## src/rtl/prog_feeder_pkg.sv

```systemverilog
// Shared opcode constants, FSM state encoding and opcode decode helper for the
// program feeder.
package prog_feeder_pkg;

   localparam logic [2:0] OP_MV  = 3'b000;
   localparam logic [2:0] OP_MVI = 3'b001;
   localparam logic [2:0] OP_ADD = 3'b010;
   localparam logic [2:0] OP_SUB = 3'b011;
   localparam logic [2:0] OP_END = 3'b111;

   typedef enum logic [2:0] {
      ST_IDLE  = 3'd0,
      ST_ISSUE = 3'd1,
      ST_WAIT  = 3'd2,
      ST_END   = 3'd3,
      ST_ERR   = 3'd4
   } state_e;

   // True for opcodes that are handed to the processor with a Run strobe.
   function automatic logic op_is_exec(input logic [2:0] op);
      return (op == OP_MV) || (op == OP_MVI) || (op == OP_ADD) || (op == OP_SUB);
   endfunction

endpackage

```

## src/rtl/prog_feeder_if.sv

```systemverilog
// Loader and processor-side signals of the program feeder; master is the feeder,
// slave is the host/processor side.
interface prog_feeder_if #(parameter int ADDR_W = 5);

   logic              LoadEn;
   logic [ADDR_W-1:0] LoadAddr;
   logic [15:0]       LoadData;
   logic              Start;
   logic              Halt;
   logic              Done;
   logic [15:0]       DIN;
   logic              Run;
   logic              Busy;
   logic              Finished;
   logic              Error;
   logic [ADDR_W-1:0] PC;
   logic [15:0]       InstrCount;

   modport master (
      input  LoadEn, LoadAddr, LoadData, Start, Halt, Done,
      output DIN, Run, Busy, Finished, Error, PC, InstrCount
   );

   modport slave (
      output LoadEn, LoadAddr, LoadData, Start, Halt, Done,
      input  DIN, Run, Busy, Finished, Error, PC, InstrCount
   );

endinterface

```

## src/rtl/prog_feeder_mem.sv

```systemverilog
// Program store: 2**ADDR_W x 16 register array, synchronous write, one full-word
// asynchronous read port and one opcode-only asynchronous read port.
module prog_feeder_mem #(
   parameter int ADDR_W = 5
) (
   input  logic              Clock,
   input  logic              we,
   input  logic [ADDR_W-1:0] waddr,
   input  logic [15:0]       wdata,
   input  logic [ADDR_W-1:0] raddr,
   output logic [15:0]       rdata,
   input  logic [ADDR_W-1:0] op_addr,
   output logic [2:0]        op_data
);

   logic [15:0] mem_r [2**ADDR_W];

   // Write port; contents are intentionally left unreset.
   always_ff @(posedge Clock) begin
      if (we) begin
         mem_r[waddr] <= wdata;
      end
   end

   assign rdata   = mem_r[raddr];
   assign op_data = mem_r[op_addr][8:6];

endmodule

```

## src/rtl/prog_feeder.sv

```systemverilog
// Program feeder: issues stored instructions to the bus processor one at a time.
// Optional Done watchdog is enabled by defining FEEDER_TIMEOUT_EN.
module prog_feeder
   import prog_feeder_pkg::*;
#(
   parameter int ADDR_W = 5,
   parameter int TMO_W  = 4
) (
   input logic           Clock,
   input logic           Resetn,
   prog_feeder_if.master bus
);

   state_e            state_r;
   logic [ADDR_W-1:0] pc_r;
   logic [15:0]       instr_count_r;
   logic              mvi_r;
   logic              run_r;
   logic              busy_r;
   logic              finished_r;
   logic              error_r;
   logic [15:0]       word_s;
   logic [2:0]        op_s;
   logic [2:0]        look_op_s;
   logic [ADDR_W-1:0] look_pc_s;
   logic [ADDR_W-1:0] pc_inc_s;
   logic              idle_like_s;
   logic              start_go_s;
   logic              we_s;
   logic [15:0]       din_s;

`ifdef FEEDER_TIMEOUT_EN
   localparam logic [TMO_W-1:0] TMO_LAST = {{(TMO_W-1){1'b1}}, 1'b0};
   logic [TMO_W-1:0] tmo_r;
`else
   localparam int TMO_W_UNUSED = TMO_W;
`endif

   assign pc_inc_s    = pc_r + ADDR_W'(1);
   assign op_s        = word_s[8:6];
   assign idle_like_s = (state_r == ST_IDLE) || (state_r == ST_END) || (state_r == ST_ERR);
   assign start_go_s  = idle_like_s && bus.Start && !bus.Halt;
   // A write racing an accepted Start is dropped so ISSUE sees the word Run was decided on.
   assign we_s        = bus.LoadEn && idle_like_s && !start_go_s;

   prog_feeder_mem #(.ADDR_W(ADDR_W)) u_mem (
      .Clock   (Clock),
      .we      (we_s),
      .waddr   (bus.LoadAddr),
      .wdata   (bus.LoadData),
      .raddr   (pc_r),
      .rdata   (word_s),
      .op_addr (look_pc_s),
      .op_data (look_op_s)
   );

   // Address that will be in ISSUE next cycle, so Run can be a registered output.
   always_comb begin
      look_pc_s = pc_r;
      case (state_r)
         ST_WAIT: begin
            if (mvi_r) begin
               look_pc_s = pc_inc_s;
            end else begin
               look_pc_s = pc_r;
            end
         end
         ST_ISSUE: look_pc_s = pc_r;
         default:  look_pc_s = {ADDR_W{1'b0}};
      endcase
   end

   // DIN: instruction word in ISSUE, immediate word during an mvi WAIT, zero otherwise.
   always_comb begin
      din_s = 16'h0000;
      case (state_r)
         ST_ISSUE: begin
            if (op_is_exec(op_s)) begin
               din_s = word_s;
            end else begin
               din_s = 16'h0000;
            end
         end
         ST_WAIT: begin
            if (mvi_r) begin
               din_s = word_s;
            end else begin
               din_s = 16'h0000;
            end
         end
         default: din_s = 16'h0000;
      endcase
   end

   // Issue FSM with PC, instruction counter, sticky flags and optional watchdog.
   always_ff @(posedge Clock or negedge Resetn) begin
      if (!Resetn) begin
         state_r       <= ST_IDLE;
         pc_r          <= {ADDR_W{1'b0}};
         instr_count_r <= 16'h0000;
         mvi_r         <= 1'b0;
         run_r         <= 1'b0;
         busy_r        <= 1'b0;
         finished_r    <= 1'b0;
         error_r       <= 1'b0;
`ifdef FEEDER_TIMEOUT_EN
         tmo_r         <= {TMO_W{1'b0}};
`endif
      end else if (bus.Halt) begin
         state_r <= ST_IDLE;
         run_r   <= 1'b0;
         busy_r  <= 1'b0;
      end else begin
         case (state_r)
            ST_IDLE, ST_END, ST_ERR: begin
               if (bus.Start) begin
                  state_r       <= ST_ISSUE;
                  pc_r          <= {ADDR_W{1'b0}};
                  instr_count_r <= 16'h0000;
                  finished_r    <= 1'b0;
                  error_r       <= 1'b0;
                  busy_r        <= 1'b1;
                  run_r         <= op_is_exec(look_op_s);
               end else begin
                  run_r <= 1'b0;
               end
            end
            ST_ISSUE: begin
               run_r <= 1'b0;
               if (op_s == OP_END) begin
                  state_r    <= ST_END;
                  finished_r <= 1'b1;
                  busy_r     <= 1'b0;
               end else if (!op_is_exec(op_s)) begin
                  state_r <= ST_ERR;
                  error_r <= 1'b1;
                  busy_r  <= 1'b0;
               end else begin
                  state_r <= ST_WAIT;
                  mvi_r   <= (op_s == OP_MVI);
                  pc_r    <= pc_inc_s;
`ifdef FEEDER_TIMEOUT_EN
                  tmo_r   <= {TMO_W{1'b0}};
`endif
               end
            end
            ST_WAIT: begin
               run_r <= 1'b0;
               if (bus.Done) begin
                  state_r <= ST_ISSUE;
                  run_r   <= op_is_exec(look_op_s);
                  if (mvi_r) begin
                     pc_r <= pc_inc_s;
                  end else begin
                     pc_r <= pc_r;
                  end
                  if (instr_count_r != 16'hFFFF) begin
                     instr_count_r <= instr_count_r + 16'd1;
                  end else begin
                     instr_count_r <= instr_count_r;
                  end
`ifdef FEEDER_TIMEOUT_EN
               end else if (tmo_r == TMO_LAST) begin
                  state_r <= ST_ERR;
                  error_r <= 1'b1;
                  busy_r  <= 1'b0;
               end else begin
                  tmo_r <= tmo_r + TMO_W'(1);
               end
`else
               end else begin
                  state_r <= ST_WAIT;
               end
`endif
            end
            default: begin
               state_r <= ST_IDLE;
               run_r   <= 1'b0;
               busy_r  <= 1'b0;
            end
         endcase
      end
   end

   assign bus.DIN        = din_s;
   assign bus.Run        = run_r;
   assign bus.Busy       = busy_r;
   assign bus.Finished   = finished_r;
   assign bus.Error      = error_r;
   assign bus.PC         = pc_r;
   assign bus.InstrCount = instr_count_r;

endmodule

```

## src/flat_wrapper.sv

```systemverilog
// flat-port wrapper written by rule: the top's interface ports become plain ports
module prog_feeder_flat import prog_feeder_pkg::*;
#(
   parameter int ADDR_W = 5,
   parameter int TMO_W  = 4
)
  (Clock, Resetn, bus_LoadEn, bus_LoadAddr, bus_LoadData, bus_Start, bus_Halt, bus_Done, bus_DIN, bus_Run, bus_Busy, bus_Finished, bus_Error, bus_PC, bus_InstrCount);
  prog_feeder_if #(.ADDR_W(ADDR_W)) bus_i ();
  input logic Clock;
  input logic Resetn;
  input wire logic [$bits(bus_i.LoadEn)-1:0] bus_LoadEn;
  input wire logic [$bits(bus_i.LoadAddr)-1:0] bus_LoadAddr;
  input wire logic [$bits(bus_i.LoadData)-1:0] bus_LoadData;
  input wire logic [$bits(bus_i.Start)-1:0] bus_Start;
  input wire logic [$bits(bus_i.Halt)-1:0] bus_Halt;
  input wire logic [$bits(bus_i.Done)-1:0] bus_Done;
  output wire logic [$bits(bus_i.DIN)-1:0] bus_DIN;
  output wire logic [$bits(bus_i.Run)-1:0] bus_Run;
  output wire logic [$bits(bus_i.Busy)-1:0] bus_Busy;
  output wire logic [$bits(bus_i.Finished)-1:0] bus_Finished;
  output wire logic [$bits(bus_i.Error)-1:0] bus_Error;
  output wire logic [$bits(bus_i.PC)-1:0] bus_PC;
  output wire logic [$bits(bus_i.InstrCount)-1:0] bus_InstrCount;
  assign bus_i.LoadEn = bus_LoadEn;
  assign bus_i.LoadAddr = bus_LoadAddr;
  assign bus_i.LoadData = bus_LoadData;
  assign bus_i.Start = bus_Start;
  assign bus_i.Halt = bus_Halt;
  assign bus_i.Done = bus_Done;
  assign bus_DIN = bus_i.DIN;
  assign bus_Run = bus_i.Run;
  assign bus_Busy = bus_i.Busy;
  assign bus_Finished = bus_i.Finished;
  assign bus_Error = bus_i.Error;
  assign bus_PC = bus_i.PC;
  assign bus_InstrCount = bus_i.InstrCount;
  prog_feeder #(.ADDR_W(ADDR_W), .TMO_W(TMO_W)) u_core (.Clock(Clock), .Resetn(Resetn), .bus(bus_i));
endmodule
```

## config.mk

```make
export PLATFORM = sky130hd
export DESIGN_NAME = prog_feeder_flat
export DESIGN_NICKNAME = d
export VERILOG_FILES = /design/src/rtl/prog_feeder_pkg.sv /design/src/rtl/prog_feeder_if.sv /design/src/rtl/prog_feeder_mem.sv /design/src/rtl/prog_feeder.sv /design/src/flat_wrapper.sv
export SDC_FILE = /design/constraint.sdc
export NUM_CORES = 1
export LEC_CHECK = 0
export CORE_MARGIN = 8
export CORE_UTILIZATION = 63
export CTS_CLUSTER_SIZE = 28
export DETAILED_ROUTE_END_ITERATION = 6
export DONT_BUFFER_PORTS = 1
export GPL_ROUTABILITY_DRIVEN = 0
export PLACE_DENSITY = 0.79
export SLEW_MARGIN = 20
export SYNTH_ARGS = -nofsm -noshare
export SYNTH_HDL_FRONTEND = slang
export SYNTH_SLANG_ARGS = --single-unit
```

## constraint.sdc

```tcl
create_clock -name Clock -period 4.11 [get_ports Clock]
set_input_delay 0.822 -clock Clock [delete_from_list [all_inputs] [get_ports Clock]]
set_output_delay 0.822 -clock Clock [all_outputs]
set_load 0.02 [all_outputs]
```

==> metrics, run 1 <==
post-synthesis compound-gate area fraction 1.933%; Seq cells post-synth 541; Crit-path slowest cell dfrtp_4; nets 1160; Synth warnings 0; Simple-Gate Fraction of Synth Area 4.114%; Worst path max stage delay 0.57 ns; family with the most delay on the worst path multiplexers; global-route wire length before repair 75.23 mm; Fmax achieved 244.1 MHz; Int Power 9.627 mW; fin cells 1627; diode count 0; # DRC 0; Final setup viols 0; Synth Area in XOR/XNOR 0.5654%; Leak 7.760 nW; critical path class flop to primary output; latest clock arrival within the worst-skew pair 0.57 ns; layout cell share with drive strength beyond 1 32.94%; clock slew at reported path FFs 0.06 ns; Post-Synthesis Cells 1049; clock share of power 35.2%; EDFF count, synth 512; die area 40620 um2; H-Tree Level Count 2; worst path cell trace buf_12 -> mux4_2 -> mux4_2 -> mux2_4 -> o21ai_2 -> nand2b_1 -> buf_12 -> nor2_4 -> buf_6; wire length per cell 31.53 um; placed inst area 22760 um2; Final Hold Fails 0; largest net degree at the start of global routing 71; vias in the first global route 11335; combinational share of power 15.8%; critical path startpoint u_core.bus.PC[0]$_DFFE_PN0P_; Num CTS Buffers 52; worst r2r path cells 9; maximum root-to-sink buffer count 3; Worst Max-Slew Pin Slew 1.010 ns; R2R Path Start u_core.bus.PC[0]$_DFFE_PN0P_; Syn Nets 1078; Psw 3.059 mW; status finished, final reports clean; Levels on crit path 9; via count 11173; CP required 3.29 ns; Post-Synth Adder-Cell Area 0.1154%; Max-slew headroom 32.36%; Tmin final 4.097 ns; DP Worst Slack 0.4586 ns; final core utilization 72.43%; unrepaired setup endpoints after global routing yes; Period Utilization, post-route 99.68%; Clock Skews 0.01591 ns; CTS Sinks 541; Bufs and invs on worst path 3; count of boundary I/O pins 68; TritonCTS clock tree yes; max-slew violations 0; row count 68; switch share 24.11%; area delta synth->final 14.23%; Die Ht 201.5 um; sequential cell area fraction in the yosys report 74.24%; Pwr Density 512.1 nW/um2; mapped cell area 21690 um2; worst path setup slack after routing 0.01335 ns; drt first-iter violations 1433; Placed Cells 1526; input/output buffers 0; design area 24770 um2; ys async rst share 5.360%; initial antenna violation count 0; DR vias/cell 6.867; synth unique cells 53; post-DP HPWL 29.43 mm; starting density of the core 63.41%; post-route ant nets 0; Layout fillers 1904; Max-cap violations 0; post-synthesis mux area share 17.87%; CP Max Fanout 8; worst IR drop on VDD 453.0 uV; Post-Route WL 51.30 mm; RR Endpoint u_core.bus.Run$_DFF_PN0_; grt ovf 0; r2r setup slk 0.83 ns; die width 201.5 um; core area 34200 um2; CP Data Arrival Time 3.27 ns; Sequential Power Share 49.0%; Worst Setup EP bus_DIN[14]; Avg Cell Area, Syn 20.67 um2; total track usage 25.21%; root buf cell clkbuf_16; drt first pass iters 6; Critical Path Sink Type primary output; Critical Path Start Type flop; hold crit path type primary input to async pin; commonest register cell after synthesis edfxtp_1; largest family of logic cells by synthesized area multiplexers
==> layout by cell type (no fill, tap or decap), types with 17 or more instances in the layout <==
| cell | Yosys | routed |
|---|---|---|
| a21oi_1 | 19 | 17 |
| clkbuf_16 | 0 | 53 |
| nand2_1 | 26 | 26 |
| buf_6 | 2 | 19 |
| mux2i_1 | 29 | 18 |
| mux4_2 | 156 | 156 |
| nor2_2 | 0 | 32 |
| dfrtp_1 | 29 | 25 |
| buf_4 | 0 | 55 |
| nor2_1 | 72 | 25 |
| edfxtp_1 | 512 | 512 |
==> flip-flops by register name, indices dropped and copies added, names as in the netlist <==
name                   flops
u_core.u_mem.mem_r       512
u_core.bus.InstrCount     16
u_core.bus.PC              5
u_core.state_r             3
u_core.bus.Busy            1
u_core.bus.Error           1
u_core.bus.Finished        1
u_core.bus.Run             1
u_core.mvi_r               1
==> through the flow <==
| step | TNS (ns) | hold slack (ns) | total power [mW] |
|---|---|---|---|
| final | 0 | 0.08463 | 12.69 |
| after CTS | 0 | 0.07303 | 12.59 |
| after global routing | -0.7553 | 0.08069 | 13.05 |
| after global placement | 0 | 0.5271 | 8.063 |
| after floorplan | 0 | 0.5264 | 7.642 |
| after detailed placement | 0 | 0.5272 | 8.081 |
==> area by class of cell <==
cell class                 instances  area [um2]  area share (%)
clock buffer                      63        1364           5.505
tap                              455       569.3           2.298
inverter                           6       22.52         0.09091
multi-input combinational        446        5640           22.77
timing repair buffer              84       859.6           3.470
clock inverter                    32       206.4          0.8334
sequential                       541       16110           65.03
==> synthesized netlist by cell type (3+ instances only) <==
cell type	count	area share, %
nor2_1	72	1.2
and3_1	9	0.26
mux4_2	156	16
nor2b_1	6	0.17
buf_1	18	0.31
a31oi_1	8	0.23
nor3_1	4	0.092
o21ai_0	10	0.23
edfxtp_1	512	71
mux2_2	5	0.26
a22oi_1	13	0.45
nand4_1	6	0.17
nor4_1	3	0.087
a21oi_1	19	0.44
dfrtp_1	29	3.3
inv_1	6	0.10
nand2_1	26	0.45
clkbuf_1	32	0.55
xor2_1	13	0.53
nand2b_1	12	0.35
mux2i_1	29	1.3
nand3b_1	10	0.35
nand3_1	9	0.21
buf_2	4	0.092
==> routing by layer <==
layer	GRT usage, %	wire [um]	vias to the layer above	share of wire [%]
met5	0	0	-	0
met4	7.409	1439	0	2.8
met3	5.757	4870	102	9.5
met2	40.91	25480	656	50
met1	34.25	19510	5896	38
li1	-	-	4519	-
==> logic make-up (layout without fill, tap and decap cells) <==
family / count (synthesis) / count (layout)
multiplexers: 191 / 191
XOR/XNOR: 14 / 14
AO/OA/AOI/OAI: 65 / 65
buffers and inverters: 62 / 185
adder cells (fa/ha/maj): 2 / 2
flip-flops: 541 / 541
AND/OR/NAND/NOR: 174 / 174
==> how the worst min path moves through the flow <==
stage                                                       to  slack (ns)   start  cells after the start
after floorplan                    u_core.bus.Busy$_DFFE_PN0P_        0.53  Resetn                      0
after global placement    u_core.bus.InstrCount[3]$_DFFE_PN0P_        0.53  Resetn                      0
after detailed placement  u_core.bus.InstrCount[0]$_DFFE_PN0P_        0.53  Resetn                      0
after CTS                 u_core.bus.InstrCount[8]$_DFFE_PN0P_        0.07  Resetn                      1
after global routing      u_core.bus.InstrCount[9]$_DFFE_PN0P_        0.08  Resetn                      1
final                             u_core.bus.Error$_DFFE_PN0P_        0.08  Resetn                      1
==> power groups by stage <==
stage	Clock [mW]	Combinational, mW	Sequential [mW]
detailed placement	0	1.74	6.35
floorplan	0	1.39	6.25
global route	4.69	2.13	6.23
global placement	0	1.72	6.34
CTS	4.49	1.88	6.22
finish	4.46	2.01	6.22
==> what timing repair did <==
| action | 4_1_cts | 5_1_grt |
|---|---|---|
| hold endpoints to repair | 29 | 0 |
| pin swaps | 0 | 16 |
| hold buffers | 1 | 0 |
| resized for setup | 10 | 69 |
| endpoints found under the setup margin | 15 | 15 |
| cloned | 2 | 0 |
| setup buffers | 3 | 1 |
No activity file was read; power rests on OpenSTA's default activity.
==> inputs of run 2 (changes only) <==
- CORE_UTILIZATION: 63 -> 50
- PLACE_DENSITY: 0.79 -> default
==> run 2 against run 1 <==
Via count shrank 3.4%; final area grew 0.69%; fmax grew 1.7%; sequential power shrank 0.6%; clock power grew 15%; global-route usage shrank 4.4 points; utilization shrank 14 points.
==> metrics, run 2 (synthesized netlist as in run 1, its figures left out) <==
nets 1156 (was 1160); hold crit path type primary input to async pin (unchanged); Max-cap violations 0 (unchanged); diode count 0 (unchanged); grt ovf 0 (unchanged); clock slew at reported path FFs 0.06 ns (about the same); Leak 7.802 nW (was 7.760 nW); Max-slew headroom 37.29% (was 32.36%); Critical Path Start Type flop (unchanged); Post-Route WL 52.36 mm (was 51.30 mm); largest net degree at the start of global routing 38 (was 71); max reg flops 512 (unchanged); largest register by flop count u_core.u_mem.mem_r (unchanged); CP Data Arrival Time 3.21 ns (was 3.27 ns); maximum root-to-sink buffer count 3 (unchanged); layout cell share with drive strength beyond 1 31.94% (was 32.94%); # DRC 0 (unchanged); post-route ant nets 0 (unchanged); RR Endpoint u_core.bus.Run$_DFF_PN0_ (unchanged); die area 50290 um2 (was 40620 um2); via count 10788 (was 11173); Clock Skews 0.02952 ns (was 0.01591 ns); total track usage 20.84% (was 25.21%); Critical Path Sink Type primary output (unchanged); r2r setup slk 0.88 ns (was 0.83 ns); worst r2r path cells 10 (was 9); H-Tree Level Count 2 (unchanged); vias in the first global route 10949 (was 11335); status finished, final reports clean (unchanged); wire length per cell 29.82 um (was 31.53 um); global-route wire length before repair 75.54 mm (was 75.23 mm); Final Hold Fails 0 (unchanged); critical path class flop to primary output (unchanged); Design Power 13.28 mW (was 12.69 mW); input/output buffers 0 (unchanged); row count 76 (was 68); Tmin final 4.029 ns (was 4.097 ns); latest clock arrival within the worst-skew pair 0.62 ns (was 0.57 ns); most common cell after layout, fill and taps aside edfxtp_1 (unchanged); R2R Path Start u_core.bus.PC[1]$_DFFE_PN0P_ (was u_core.bus.PC[0]$_DFFE_PN0P_); worst IR drop on VDD 359.4 uV (was 453.0 uV); Fmax achieved 248.2 MHz (was 244.1 MHz); count of boundary I/O pins 68 (unchanged); drt first pass iters 7 (was 6); initial antenna violation count 0 (unchanged); area delta synth->final 15.02% (was 14.23%); worst hold slack 0.04612 ns (was 0.08463 ns); CP required 3.29 ns (about the same); starting density of the core 50.46% (was 63.41%); most frequent cells in the layout edfxtp_1 (512), mux4_2 (156), clkbuf_16 (58), buf_4 (58), nor2_2 (36) (was edfxtp_1 (512), mux4_2 (156), buf_4 (55)); drt first-iter violations 1017 (was 1433); die width 224.3 um (was 201.5 um); CTS Sinks 541 (unchanged); max-slew violations 0 (unchanged); Die Ht 224.3 um (was 201.5 um); root buf cell clkbuf_16 (unchanged); Period Utilization, post-route 98.02% (was 99.68%); Final setup viols 0 (unchanged); final core utilization 58.03% (was 72.43%); DR vias/cell 6.144 (was 6.867); TritonCTS clock tree yes (unchanged); CP Max Fanout 37 (was 8); Pwr Density 532.4 nW/um2 (was 512.1 nW/um2); post-DP HPWL 30.22 mm (was 29.43 mm); core area 42980 um2 (was 34200 um2); Num CTS Buffers 55 (was 52); Worst Max-Slew Pin Slew 0.9276 ns (was 1.010 ns)
==> run 2: changes by cell type in the layout (fill, tap and decap cells not counted), moves of 3 or more <==
cell,change
nor2_4,-11
buf_6,-8
mux2i_1,+8
mux2i_4,-7
nor2_1,+7
bufinv_16,+6
clkbuf_16,+5
buf_12,-4
clkinv_1,-4
nor2_2,+4
buf_4,+3
inv_6,-3
==> run 2: per-layer routing <==
layer  track usage (%)  vias to the layer above  share of wire (%)
li1                  -                     4522                  -
met1             28.75                     5779                 42
met2             32.52                      397                 47
met3             5.184                       90                7.7
met4             7.027                        0                2.8
met5                 0                        -                  0
==> run 2: area by class of cell <==
class / instances / area (um2)
fill: 3182 / 18040
sequential: 541 / 16110
multi-input combinational: 446 / 5469
clock buffer: 66 / 1449
timing repair buffer: 77 / 752.0
tap: 585 / 732.0
clock inverter: 35 / 407.9
inverter: 6 / 22.52
==> run 2: timing repair <==
item / 4_1_cts / 5_1_grt
hold endpoints to repair: 29 / 0
hold buffers: 1 / 0
gates cloned: 1 / 2
resized for setup: 15 / 20
pin swaps: 0 / 2
buffers inserted: 6 / 1
endpoints found under the setup margin: 15 / 15
==> run 2: worst max path at each step <==
| stage | slack [ns] | cells past startpoint | end | startpoint |
|---|---|---|---|---|
| finish | 0.08 | 6 | bus_DIN[1] | u_core.bus.PC[1]$_DFFE_PN0P_ |
| CTS | 0.002 | 9 | bus_DIN[14] | u_core.bus.PC[0]$_DFFE_PN0P_ |
| floorplan | 0.31 | 8 | bus_DIN[1] | u_core.bus.PC[0]$_DFFE_PN0P_ |
| detailed placement | 0.27 | 8 | bus_DIN[1] | u_core.bus.PC[0]$_DFFE_PN0P_ |
| global route | -0.01 | 9 | bus_DIN[12] | u_core.bus.PC[0]$_DFFE_PN0P_ |
| global placement | 0.31 | 8 | bus_DIN[1] | u_core.bus.PC[0]$_DFFE_PN0P_ |
==> run 2: power by group <==
| part | switching, mW | total (mW) | internal [mW] |
|---|---|---|---|
| clock | 2.10 | 5.11 | 3.02 |
| combinational | 0.970 | 1.98 | 1.01 |
| sequential | 0.0827 | 6.18 | 6.10 |
==> run 2: worst max-delay path, cell delays in order, from the launching register on <==
cell and delay [ns]:
dfrtp_4 0.56, buf_4 0.57, mux4_2 0.41, mux4_2 0.54
mux2i_1 0.31, nor2_4 0.07, buf_6 0.14
==> run 2: through the flow <==
stage / TNS, ns / instance area (um2) / instances / setup slack (ns)
after floorplan: 0 / 21690 / 1049 / 0.3050
after global placement: 0 / 22810 / 1645 / 0.3108
after detailed placement: 0 / 22810 / 1645 / 0.2690
after CTS: 0 / 24810 / 1753 / 0.002111
after global routing: -0.02763 / 24940 / 1756 / -0.009563
final: 0 / 24940 / 1756 / 0.08129
==> inputs of run 3 (changes only) <==
- clock period: 4.11 -> 4.9 ns (I/O delays scaled with it)
==> run 3 against run 2 <==
Global-route usage rose by 0.093 points; combinational power decreased by 25%; clock skew down 0.0068 ns; register-to-register slack improved by 0.42 ns; clock power down 23%; first-iteration DRC count rose by 8.7%; hold slack better by 0.024 ns; power down 20%; final area fell by 1.9%; sequential power is 16% lower; largest cell class unchanged.
==> metrics, run 3 (synthesized netlist as in run 1, its figures left out) <==
status finished, final reports clean (unchanged); Design Power 10.66 mW (was 13.28 mW); fin cells 1729 (was 1756); worst path setup slack after routing 0.2630 ns (was 0.08129 ns); Leak 7.542 nW (was 7.802 nW); maximum root-to-sink buffer count 3 (unchanged); post-DP HPWL 29.41 mm (was 30.22 mm); final core utilization 56.94% (was 58.03%); clock slew at reported path FFs 0.06 ns (about the same); hold crit path type primary input to async pin (unchanged); core area 42980 um2 (unchanged); max reg flops 512 (unchanged); CP required 3.92 ns (was 3.29 ns); count of boundary I/O pins 68 (unchanged); global-route wire length before repair 75.67 mm (was 75.54 mm); latest clock arrival within the worst-skew pair 0.62 ns (about the same); Critical Path Start Type flop (unchanged); via count 10693 (was 10788); most common cell after layout, fill and taps aside edfxtp_1 (unchanged); layout cell share with drive strength beyond 1 29.02% (was 31.94%); R2R Path Start u_core.state_r[1]$_DFFE_PN0P_ (was u_core.bus.PC[1]$_DFFE_PN0P_); die area 50290 um2 (unchanged); DP Worst Slack 0.4990 ns (was 0.2690 ns); Placed Cells 1624 (was 1645); largest net degree at the start of global routing 78 (was 38); RR Endpoint u_core.u_mem.mem_r[3][13]$_DFFE_PP_ (was u_core.bus.Run$_DFF_PN0_); input/output buffers 0 (unchanged); Fmax achieved 215.7 MHz; Post-Route WL 52.11 mm (was 52.36 mm); Worst Max-Slew Pin Slew 0.9982 ns (was 0.9276 ns); post-route ant nets 0 (unchanged); grt met1 use 29.29% (was 28.75%); drt first pass iters 5 (was 7); Max-cap violations 0 (unchanged); Tmin final 4.637 ns; critical path class flop to primary output (unchanged); root buf cell clkbuf_16 (unchanged); unrepaired setup endpoints after global routing no; grt ovf 0 (unchanged); Max-slew headroom 33.21% (was 37.29%); vias in the first global route 10684 (was 10949); Clock Skews 0.02273 ns (was 0.02952 ns); starting density of the core 50.46% (unchanged); critical path startpoint u_core.bus.PC[0]$_DFFE_PN0P_ (was u_core.bus.PC[1]$_DFFE_PN0P_); worst r2r path cells 6 (was 10); wire length per cell 30.14 um (was 29.82 um); Die Ht 224.3 um (unchanged); H-Tree Level Count 2 (unchanged); # DRC 0 (unchanged); setup_tns 0 ns (unchanged); Period Utilization, post-route 94.63%; total track usage 20.93% (was 20.84%); worst IR drop on VDD 317.8 uV (was 359.4 uV); nets 1127 (was 1156); TritonCTS clock tree yes (unchanged); r2r setup slk 1.30 ns (was 0.88 ns); met3 usage 3.999% (was 5.184%); met2 usage 33.29% (was 32.52%); Num CTS Buffers 56 (was 55); CTS Sinks 541 (unchanged); drt first-iter violations 1105 (was 1017); Pwr Density 435.4 nW/um2 (was 532.4 nW/um2); Final Hold Fails 0 (unchanged); max-slew violations 0 (unchanged); CP Max Fanout 16 (was 37); GRT busiest layer met2 (unchanged); row count 76 (unchanged); Critical Path Sink Type primary output (unchanged); diode count 0 (unchanged); largest register by flop count u_core.u_mem.mem_r (unchanged); most frequent cells in the layout edfxtp_1 (512), mux4_2 (156), clkbuf_16 (57) (was edfxtp_1 (512), mux4_2 (156), clkbuf_16 (58), buf_4 (58), nor2_2 (36)); CP Data Arrival Time 3.66 ns (was 3.21 ns); DR vias/cell 6.184 (was 6.144); die width 224.3 um (unchanged); Final setup viols 0 (unchanged); initial antenna violation count 1 (was 0); area delta synth->final 12.85% (was 15.02%)
==> run 3: worst max path at each step <==
stage	to	slack, ns	depth (start not counted)
6_report	bus_DIN[15]	0.26	8
5_1_grt	bus_DIN[15]	0.11	8
4_1_cts	bus_DIN[15]	0.18	8
3_5_place_dp	bus_DIN[15]	0.50	8
3_3_place_gp	bus_DIN[3]	0.61	8
2_1_floorplan	bus_DIN[1]	0.94	8
==> run 3: metrics by stage <==
stage / area (um2) / hold slack [ns]
2_1_floorplan: 21690 / 0.5946
3_3_place_gp: 22740 / 0.6183
3_5_place_dp: 22740 / 0.6233
4_1_cts: 24470 / 0.03875
5_1_grt: 24470 / 0.04488
6_report: 24470 / 0.07061
==> run 3: final cells by class <==
| class | instances | area [um2] |
|---|---|---|
| clock inverter | 36 | 234.0 |
| inverter | 6 | 22.52 |
| timing repair buffer | 47 | 410.4 |
| clock buffer | 68 | 1468 |
| multi-input combinational | 446 | 5497 |
| tap | 585 | 732.0 |
| sequential | 541 | 16110 |
| fill | 3223 | 18510 |
==> run 3: per-layer routing <==
metal,vias to the layer above,part of all wire [%]
li1,4469,-
met1,5741,43
met2,387,48
met3,94,6.6
met4,2,2.6
met5,-,0.023
==> run 3: critical path, stage by stage, from the launching register on <==
cell      delay, ns
dfrtp_4        0.60
mux4_2         0.57
mux4_2         0.46
mux2_4         0.32
o21ai_0        0.22
nand2b_2       0.29
buf_4          0.27
nor2_1         0.15
buf_4          0.17
==> run 3: report_power, final <==
group          internal, mW  switching (mW)  leakage, nW  total, mW
clock                  2.19            1.77        0.841       3.95
combinational         0.765           0.720         1.70       1.48
sequential             5.12           0.101         5.00       5.22
==> run 3: repair_timing <==
action | CTS | global route
gates resized for setup | 1 | 0
setup buffers | 1 | 0
hold buffers | 0 | 0
endpoints found under the setup margin | 7 | 0
endpoints found under the hold margin | 0 | 0
